**src/rtl/intc_pkg.sv**
```systemverilog
// intc_pkg: shared register map, source ids and id width for the interrupt controller
package intc_pkg;
    typedef enum logic [2:0] {
        INTC_PENDING = 3'd0,
        INTC_ENABLE  = 3'd1,
        INTC_EDGE    = 3'd2,
        INTC_CLAIM   = 3'd3,
        INTC_INSERV  = 3'd4
    } intc_addr_e;
    localparam int INTC_SRC_TIMER = 0;
    localparam int INTC_MAX_SRC   = 31;
    localparam int INTC_ID_W      = 5;
endpackage

```
**src/rtl/intc_prio_enc.sv**
```systemverilog
// intc_prio_enc: combinational lowest-index-wins priority encoder
module intc_prio_enc
    import intc_pkg::*;
#(
    parameter int NR_SRC = 8
) (
    input  logic [NR_SRC-1:0]    req,
    output logic                 valid,
    output logic [INTC_ID_W-1:0] id
);
    // scan from the top down so the lowest set index is the last one kept
    always_comb begin
        id = '0;
        for (int i = NR_SRC - 1; i >= 0; i--) id = req[i] ? i[INTC_ID_W-1:0] : id;
    end
    assign valid = |req;
endmodule

```
**src/rtl/intr_ctrl.sv**
```systemverilog
// intr_ctrl: pending/enable/edge registers, fixed-priority claim/complete, irq to CPU (optional INTC_SYNC_EN input synchroniser)
module intr_ctrl
    import intc_pkg::*;
#(
    parameter int          NR_SRC   = 8,
    parameter logic [31:0] EDGE_RST = 32'h1,
    parameter int          XLEN     = 32
) (
    input  logic              clk,
    input  logic              rst,
    input  logic [NR_SRC-1:0] src,
    output logic              irq,
    input  logic              bus_req,
    input  logic              bus_wen,
    input  logic [XLEN-1:0]   bus_addr,
    input  logic [1:0]        bus_mode,
    input  logic [XLEN-1:0]   bus_dat_i,
    output logic [XLEN-1:0]   bus_dat_o,
    output logic              bus_ready
);
    logic [NR_SRC-1:0]    src_s, src_q, pending, enable, edge_r, set, clr, w1c, cand_req;
    logic [INTC_ID_W-1:0] inserv, cand_id;
    logic                 cand_vld, rd, wr, claim, complete, unused;
    logic [2:0]           sel;
    logic [XLEN-1:0]      rd_dat;
`ifdef INTC_SYNC_EN
    logic [NR_SRC-1:1] sync1, sync2;
    // two-flop synchroniser for the asynchronous peripheral lines; the timer shares our clock
    always_ff @(posedge clk or negedge rst)
        if (!rst) begin
            sync1 <= '0;
            sync2 <= '0;
        end else begin
            sync1 <= src[NR_SRC-1:1];
            sync2 <= sync1;
        end
    assign src_s = {sync2, src[INTC_SRC_TIMER]};
`else
    assign src_s = src;
`endif
    assign sel       = bus_addr[4:2];
    assign rd        = bus_req & ~bus_wen;
    assign wr        = bus_req & bus_wen;
    assign bus_ready = 1'b1;
    assign unused    = &{1'b0, bus_mode, bus_addr[XLEN-1:5], bus_addr[1:0]};
    // nothing competes for the CPU while a source is in service
    assign cand_req  = pending & enable & {NR_SRC{inserv == '0}};
    intc_prio_enc #(.NR_SRC(NR_SRC)) u_enc (.req(cand_req), .valid(cand_vld), .id(cand_id));
    assign claim    = rd & (sel == INTC_CLAIM) & cand_vld;
    assign complete = wr & (sel == INTC_CLAIM) & (bus_dat_i == XLEN'(inserv)) & (inserv != '0);
    // edge sources fire on a rising transition, level sources every cycle they are high
    assign set = src_s & ~(src_q & edge_r);
    assign w1c = (wr && sel == INTC_PENDING) ? bus_dat_i[NR_SRC-1:0] : '0;
    assign clr = w1c | (claim ? NR_SRC'(1'b1) << cand_id : '0);
    assign rd_dat = sel == INTC_PENDING ? XLEN'(pending) :
                    sel == INTC_ENABLE  ? XLEN'(enable)  :
                    sel == INTC_EDGE    ? XLEN'(edge_r)  :
                    sel == INTC_CLAIM   ? (cand_vld ? XLEN'(cand_id) + XLEN'(1) : '0) :
                    sel == INTC_INSERV  ? XLEN'(inserv)  : '0;
    // register state; a new event on a bit outranks a clear of that bit in the same cycle
    always_ff @(posedge clk or negedge rst)
        if (!rst) begin
            src_q     <= '0;
            pending   <= '0;
            enable    <= '0;
            edge_r    <= EDGE_RST[NR_SRC-1:0];
            inserv    <= '0;
            irq       <= 1'b0;
            bus_dat_o <= '0;
        end else begin
            src_q     <= src_s;
            pending   <= (pending & ~clr) | set;
            enable    <= (wr && sel == INTC_ENABLE) ? bus_dat_i[NR_SRC-1:0] : enable;
            edge_r    <= (wr && sel == INTC_EDGE) ? bus_dat_i[NR_SRC-1:0] : edge_r;
            inserv    <= claim ? cand_id + 1'b1 : complete ? '0 : inserv;
            irq       <= cand_vld;
            bus_dat_o <= rd ? rd_dat : '0;
        end
endmodule

```
**config.mk**
```make
export PLATFORM = sky130hd
export DESIGN_NAME = intr_ctrl
export DESIGN_NICKNAME = d
export VERILOG_FILES = /design/src/rtl/intc_pkg.sv /design/src/rtl/intc_prio_enc.sv /design/src/rtl/intr_ctrl.sv
export SDC_FILE = /design/constraint.sdc
export NUM_CORES = 1
export LEC_CHECK = 0
export CAP_MARGIN = 10
export CORE_MARGIN = 1.5
export CORE_UTILIZATION = 30
export CTS_CLUSTER_DIAMETER = 200
export CTS_CLUSTER_SIZE = 14
export DETAILED_ROUTE_END_ITERATION = 16
export PLACE_DENSITY = 0.69
export SETUP_SLACK_MARGIN = 0.3
export SYNTH_ARGS = -nofsm -noshare
export SYNTH_HDL_FRONTEND = slang
export SYNTH_SLANG_ARGS = --single-unit
```
**constraint.sdc**
```tcl
create_clock -name clk -period 6.4 [get_ports clk]
set_input_delay 1.6 -clock clk [delete_from_list [all_inputs] [get_ports clk]]
set_output_delay 1.6 -clock clk [all_outputs]
set_load 0.02 [all_outputs]
```
* Word level (Yosys, flattened, before mapping)
Index checks and enable logic that the tools add are counted.
** Storage, ports and cells
- Input bits :: 78
- Logic and storage cells :: 59
- Register bits after elaboration :: 46
** Operators by class
- Equal/unequal tests :: 5
- Shift-type cells :: 1
- Reduce and logical (&&, ||, !) cells :: 8
- Bitwise logic cells :: 17
- Muxes and demuxes :: 19
- Add/sub/neg operators :: 2
** Operator list (number)
- $mux 5 :: 10
- $mux 8 :: 6
- $and 8x8->8 :: 5
- $eq 32x5->1 :: 1
- $not 8->8 :: 2
- $or 8x8->8 :: 2
- $mux 6 :: 2
- $reduce_or 8->1 :: 1
- $shl 1x5->8 const A :: 1
- $and 1x1->1 :: 7
- $add 5x1->6 const B :: 1
- $eq 3x2->1 const B :: 2
- $add 5x1->5 const B :: 1
- $logic_not 5->1 :: 1
- $reduce_bool 5->1 :: 1
- $eq 3x1->1 const B :: 1
- $eq 3x3->1 const B :: 1
- $logic_and 1x1->1 :: 3
- $logic_not 3->1 :: 1
- $mux 3 :: 1
- $reduce_bool 2->1 :: 1
- $not 1->1 :: 1

* Logic depth before layout (Yosys ltp)
- Word-level depth :: 17
- Depth in mapped cells :: 7

* By module
From an unflattened synthesis, not the netlist that was laid out.
** Second synthesis, totals
- Cells, all modules :: 267
- Area, all modules :: 2613.8 um2
** Modules (own cells, without submodules)
- intr_ctrl :: instances 1, area an instance 2513.7 um2, sequential area each 1152.4 um2, cells an instance 251
- intc_prio_enc :: instances 1, area an instance 100.1 um2, sequential area each 0.0 um2, cells an instance 16

* Worst setup path before layout
No wires, ideal clock.
- Path kind :: input to register
- Start :: in bus_addr[4]
- End :: reg pending[0]
- Cell stages on the path :: 6
- Setup slack :: 3.415 ns
- Arrival :: 2.864 ns
- Buffers on the path :: 2
- Library setup time :: 0.121 ns
- Data required time :: 6.279 ns
- Cell sequence :: buf_4 or3_1 buf_6 a211oi_4 o211ai_1 a32o_2
** Between the ends
- Cells in the longest elaborated chain, start to end :: 8
- Elaborated cells on any way between the ends :: 11
- Classes of those cells :: eq/ne: 1; mux: 2; bitwise: 6; reduce/logical: 2
** RTL lines
- start, declared :: RTL line intr_ctrl.sv:15 : input logic [XLEN-1:0] bus_addr,
- $eq 3x2->1 :: RTL line intr_ctrl.sv:49 : assign claim = rd & (sel == INTC_CLAIM) & cand_vld;
- $and 1x1->1 (2 in series) :: RTL line intr_ctrl.sv:49
- $mux 8 :: RTL line intr_ctrl.sv:54 : assign clr = w1c | (claim ? NR_SRC'(1'b1) << cand_id : '0);
- $or 8x8->8 (*) :: RTL line intr_ctrl.sv:54
- $not 8->8 (*) :: RTL line intr_ctrl.sv:72 : pending <= (pending & ~clr) | set;
- $and 8x8->8 (*) :: RTL line intr_ctrl.sv:72
- $or 8x8->8 (*) :: RTL line intr_ctrl.sv:72
- end signal, assigned :: RTL line intr_ctrl.sv:72
- end, declared :: RTL line intr_ctrl.sv:21 : logic [NR_SRC-1:0] src_s, src_q, pending, enable, edge_r, set, clr, w1c, cand_req;
Every way passes the cells marked *; elsewhere a longest branch is shown, timed or not.
A chain may end at the register's enable or synchronous reset.

* Worst setup path after layout
- Start :: in bus_addr[2]
- End :: reg edge_r[2]
** Between the ends
- Cells in the longest elaborated chain, start to end :: 2
** RTL lines
- $eq 3x2->1 :: RTL line intr_ctrl.sv:74 : edge_r <= (wr && sel == INTC_EDGE) ? bus_dat_i[NR_SRC-1:0] : edge_r;
- $logic_and 1x1->1 :: RTL line intr_ctrl.sv:74
- end signal, assigned :: RTL line intr_ctrl.sv:66 : edge_r <= EDGE_RST[NR_SRC-1:0];
- end signal, assigned :: RTL line intr_ctrl.sv:74
- end, declared :: RTL line intr_ctrl.sv:21
Every way passes these cells.

==> impl_results.rst <==
.. list-table::
   :header-rows: 1

   * - Metric
     - Value
   * - Run status
     - complete, no violations
   * - Crit path max fanout
     - 15
   * - Layout Nets
     - 381
   * - Number of hold-repair buffers added at the cts stage
     - 0
   * - PortBufs
     - 55
   * - Global-route usage over all layers
     - 15.1%
   * - Largest net degree at the start of global routing
     - 46
   * - Number of register bits inferred by synthesis
     - between 40 and 50
   * - Count of maximum capacitance violations
     - 0
   * - Actual transition at the worst max-transition pin
     - 0.963 ns
   * - Insertion delay of the later-clocked pin in the worst-skew pair
     - 0.30 ns
   * - Met2 wirelength from detailed routing
     - between 3 and 4 mm
   * - Number of global-route vias before repair
     - about 2100
   * - Uppermost signal routing layer after detailed routing
     - met4
   * - Number of cells on the worst reg-to-reg path
     - 6
   * - Initial detailed-routing violation count
     - around 210
   * - Setup repair after global routing missed its margin
     - no
   * - Row cnt
     - 33
   * - Global-route wire length before repair
     - between 10 and 15 mm
   * - Largest clock skew in the final design
     - ~0.01 ns
   * - H-Tree Depth
     - 2
   * - Post-CTS Resized
     - 0
   * - Fillers
     - 815
   * - Share of post-route cells with drive strength above 1
     - 11.6%
   * - Data required time at the worst endpoint
     - roughly 6.6 ns
   * - Crit path max-delay cell type
     - nor2_1
   * - Dominant delay contributor by cell family on the critical path
     - buffers and inverters
   * - Worst hold path class
     - flip-flop to flip-flop
   * - Number of nets with antenna violations after detailed routing
     - 0
   * - Critical path startpoint
     - bus_addr[2]
   * - Predominant post-synthesis flop cell
     - dfrtp_1
   * - Number of distinct library cells after synthesis
     - between 50 and 60
   * - Post CTS Setup Buffer Count
     - 0
   * - Clock-pin slew of the registers on the worst-case setup and hold paths
     - 0.08 ns
   * - Gate count of the mapped netlist
     - 250
   * - Number of inserted diodes
     - 0
   * - Final weighted congestion in routability-driven placement
     - just over 0.9
   * - FF/Latch Area
     - 1130 sq um
   * - Worst setup SP type
     - primary input
   * - Area of the die
     - 9170 sq um
   * - Clock period minus final worst setup slack
     - just over 4 ns
   * - Count of buffer and inverter cells on the critical path
     - 2
   * - Static power due to leakage
     - about 1.3 nW
   * - Placed inst area
     - just over 3000 sq um
   * - Count of pins on the block boundary
     - 112
   * - Worst hold slack
     - 0.539 ns
   * - DPL Wire Length
     - 4.94 mm
   * - Maximum number of buffers from clock root to sink
     - 2
   * - Area occupied by multi-input gates
     - between 1000 and 1500 sq um
   * - Starting Density
     - ~31%
   * - Worst voltage drop across the vdd grid
     - 108 uV
   * - Number of enable flip-flop cells after synthesis
     - 0
   * - Area Overhead vs Synth
     - 24.1%
   * - Portion of the post-synthesis area used by sequential elements
     - a little over two fifths
   * - Post-Synthesis Mean Instance Area
     - 10.3 sq um
   * - Startpoint of the lowest-slack register-to-register path
     - inserv[0]
   * - Worst reg2reg setup slack
     - approximately 3.6 ns
   * - First-pass iteration count of the detailed router
     - 4
   * - Via count normalized by instance count
     - approximately 5.3
   * - Drc violations
     - 0
   * - Count of warnings emitted by yosys
     - 0
   * - Clk Tree Root Cell
     - clkbuf_8
   * - Total stage count of the critical path
     - 5
   * - Top area cells in the synthesized netlist
     - dfrtp_1, buf_4, mux2_2
   * - Setup Total Neg Slack
     - 0 ns
   * - Mean routed wirelength per cell
     - approximately 16 um
   * - Std-Cell Core Area
     - about 8300 sq um
   * - Element type at the critical path end
     - flip-flop
   * - Cell taking the most area after synthesis
     - dfrtp_1
   * - CTS tree
     - yes
   * - Crit share post-route
     - between 60% and 70%
   * - Horiz. Die Dim
     - roughly 96 um
   * - Proportion of register bits with asynchronous set or reset after synthesis
     - 100%
   * - Stage delay of the slowest cell on the critical path
     - slightly below 0.8 ns
   * - Power density cells
     - 261 nW/um^2
   * - Via count
     - approximately 2200
   * - Antenna violations before repair
     - 0
   * - Post-synthesis cell area
     - roughly 2600 sq um
   * - WS Path Type
     - primary input to flip-flop
   * - WL met1
     - ~2.7 mm
   * - Post-route cell area
     - about 3200 sq um
   * - End of the worst register-to-register path
     - bus_dat_o[2]
   * - CTS buffer count
     - 5
   * - Slew Limit Headroom
     - between 30% and 40%
   * - Peak clock frequency supported by timing
     - roughly 240 MHz
   * - Clock sinks
     - 45
   * - Die Y
     - 95.8 um
   * - Core utilization of the finished layout
     - approximately 39%
   * - Final routed wirelength across all metal layers
     - 6.59 mm
   * - Final-report max-slew violation count
     - 0
   * - Fraction of post-synthesis cell area in the top cell type by area
     - 42.7%
   * - Critical path capture point
     - edge_r[2]
   * - Hold violation total from the final report
     - 0
   * - Count of final setup violators
     - 0
   * - Critical-path cell list
     - clkdlybuf4s50_1, inv_1, nand2_1, nor2_1, mux2_2
   * - Wire length on met3
     - around 700 um
   * - Data arrival time at the worst-slack endpoint
     - around 4.3 ns
   * - Sum of overflow across all layers after global routing
     - 0
-- report_power, final --
| part | switching [mW] | total (mW) | internal [mW] | leakage (nW) |
|---|---|---|---|---|
| clock network | 0.0940 | 0.221 | 0.127 | 0.0585 |
| logic | 0.135 | 0.247 | 0.112 | 0.665 |
| registers | 0.0427 | 0.368 | 0.326 | 0.533 |
| total | 0.272 | 0.837 | 0.565 | 1.26 |
-- cells in the mapped netlist (3+ instances only) --
library cell,n
a21oi_1,5
a22o_1,4
a22oi_1,6
a32o_1,9
buf_4,26
clkbuf_1,4
dfrtp_1,44
inv_1,5
mux2_2,16
nand2_1,30
nand3_1,4
nor2_1,10
nor3_1,6
nor4_1,18
nor4b_1,3
o211ai_1,3
o21a_1,4
o21ai_0,6
xor2_1,3
-- worst min path at each step --
stage / from / endpoint / slack (ns) / cells after the start
after floorplan: edge_r[2] / edge_r[2] / 0.50 / 1
after global placement: edge_r[7] / edge_r[7] / 0.53 / 1
after detailed placement: edge_r[7] / edge_r[7] / 0.53 / 1
after CTS: edge_r[7] / edge_r[7] / 0.55 / 1
after global routing: edge_r[1] / edge_r[1] / 0.57 / 1
final: edge_r[7] / edge_r[7] / 0.54 / 1
-- registers in the layout, summed over array words and instances (netlist names) --
register and flops:
edge_r 8, bus_dat_o 8, enable 8, src_q 8
irq 1, inserv 4, pending 8
-- cells in the final DEF (no fill, tap or decap), types with 2 or more instances in the layout --
| cell | Yosys | final |
|---|---|---|
| a21bo_2 | 2 | 2 |
| a21oi_1 | 5 | 5 |
| a22o_1 | 4 | 4 |
| a22oi_1 | 6 | 6 |
| a311oi_1 | 2 | 2 |
| a31oi_1 | 2 | 2 |
| a32o_1 | 9 | 9 |
| and4_1 | 2 | 2 |
| clkbuf_8 | 1 | 6 |
| clkdlybuf4s50_1 | 0 | 54 |
| conb_1 | 2 | 25 |
| dfrtp_1 | 44 | 44 |
| ha_1 | 2 | 2 |
| inv_1 | 5 | 5 |
| mux2_2 | 16 | 16 |
| nand2_1 | 30 | 30 |
| nand3_1 | 4 | 4 |
| nand4b_1 | 2 | 2 |
| nor2_1 | 10 | 10 |
| nor3_1 | 6 | 6 |
| nor3_4 | 2 | 2 |
| nor4_1 | 18 | 18 |
| nor4b_1 | 3 | 3 |
| o211ai_1 | 3 | 3 |
| o21a_1 | 4 | 4 |
| o21ai_0 | 6 | 6 |
| xor2_1 | 3 | 3 |
-- final cells by class --
cell class,count,share of cell area (%)
Clock buffer,7,2.69
Clock inverter,1,0.937
Inverter,5,0.586
Multi-Input combinational cell,189,39.5
Sequential cell,45,35.2
Tap cell,105,4.10
Timing Repair Buffer,55,17.0
-- worst register-to-register path, stage by stage, from the launching register on --
cell and delay, ns:
dfrtp_1 0.46, nor4_1 0.65, nand3_1 0.38, nor3_1 0.46, ha_1 0.33, a222oi_1 0.32, nor3_1 0.13
-- kinds of logic after synthesis --
logic type	synth area share, %
compound gates	17.5
xor+xnor	1.02
fa+ha+maj	0.969
buf+inv	10.7
flops	43.7
mux	7.37
other cells	0.291
simple gates	18.5
-- routing by layer --
layer | GRT usage (%) | vias to the layer above
met5 | 0 | -
met4 | 4.66 | 0
met3 | 3.48 | 9
met2 | 24.9 | 112
met1 | 19.4 | 1036
li1 | - | 998
-- through the flow --
stage               worst slack (ns)  power (mW)  instances
finish                          2.31       0.837        407
global route                    2.22       0.882        407
CTS                             2.34       0.839        407
detailed placement              2.01       0.617        399
global placement                2.10       0.608        399
floorplan                       3.41       0.540        273
Note: power is estimated with default switching activity, not from simulation.
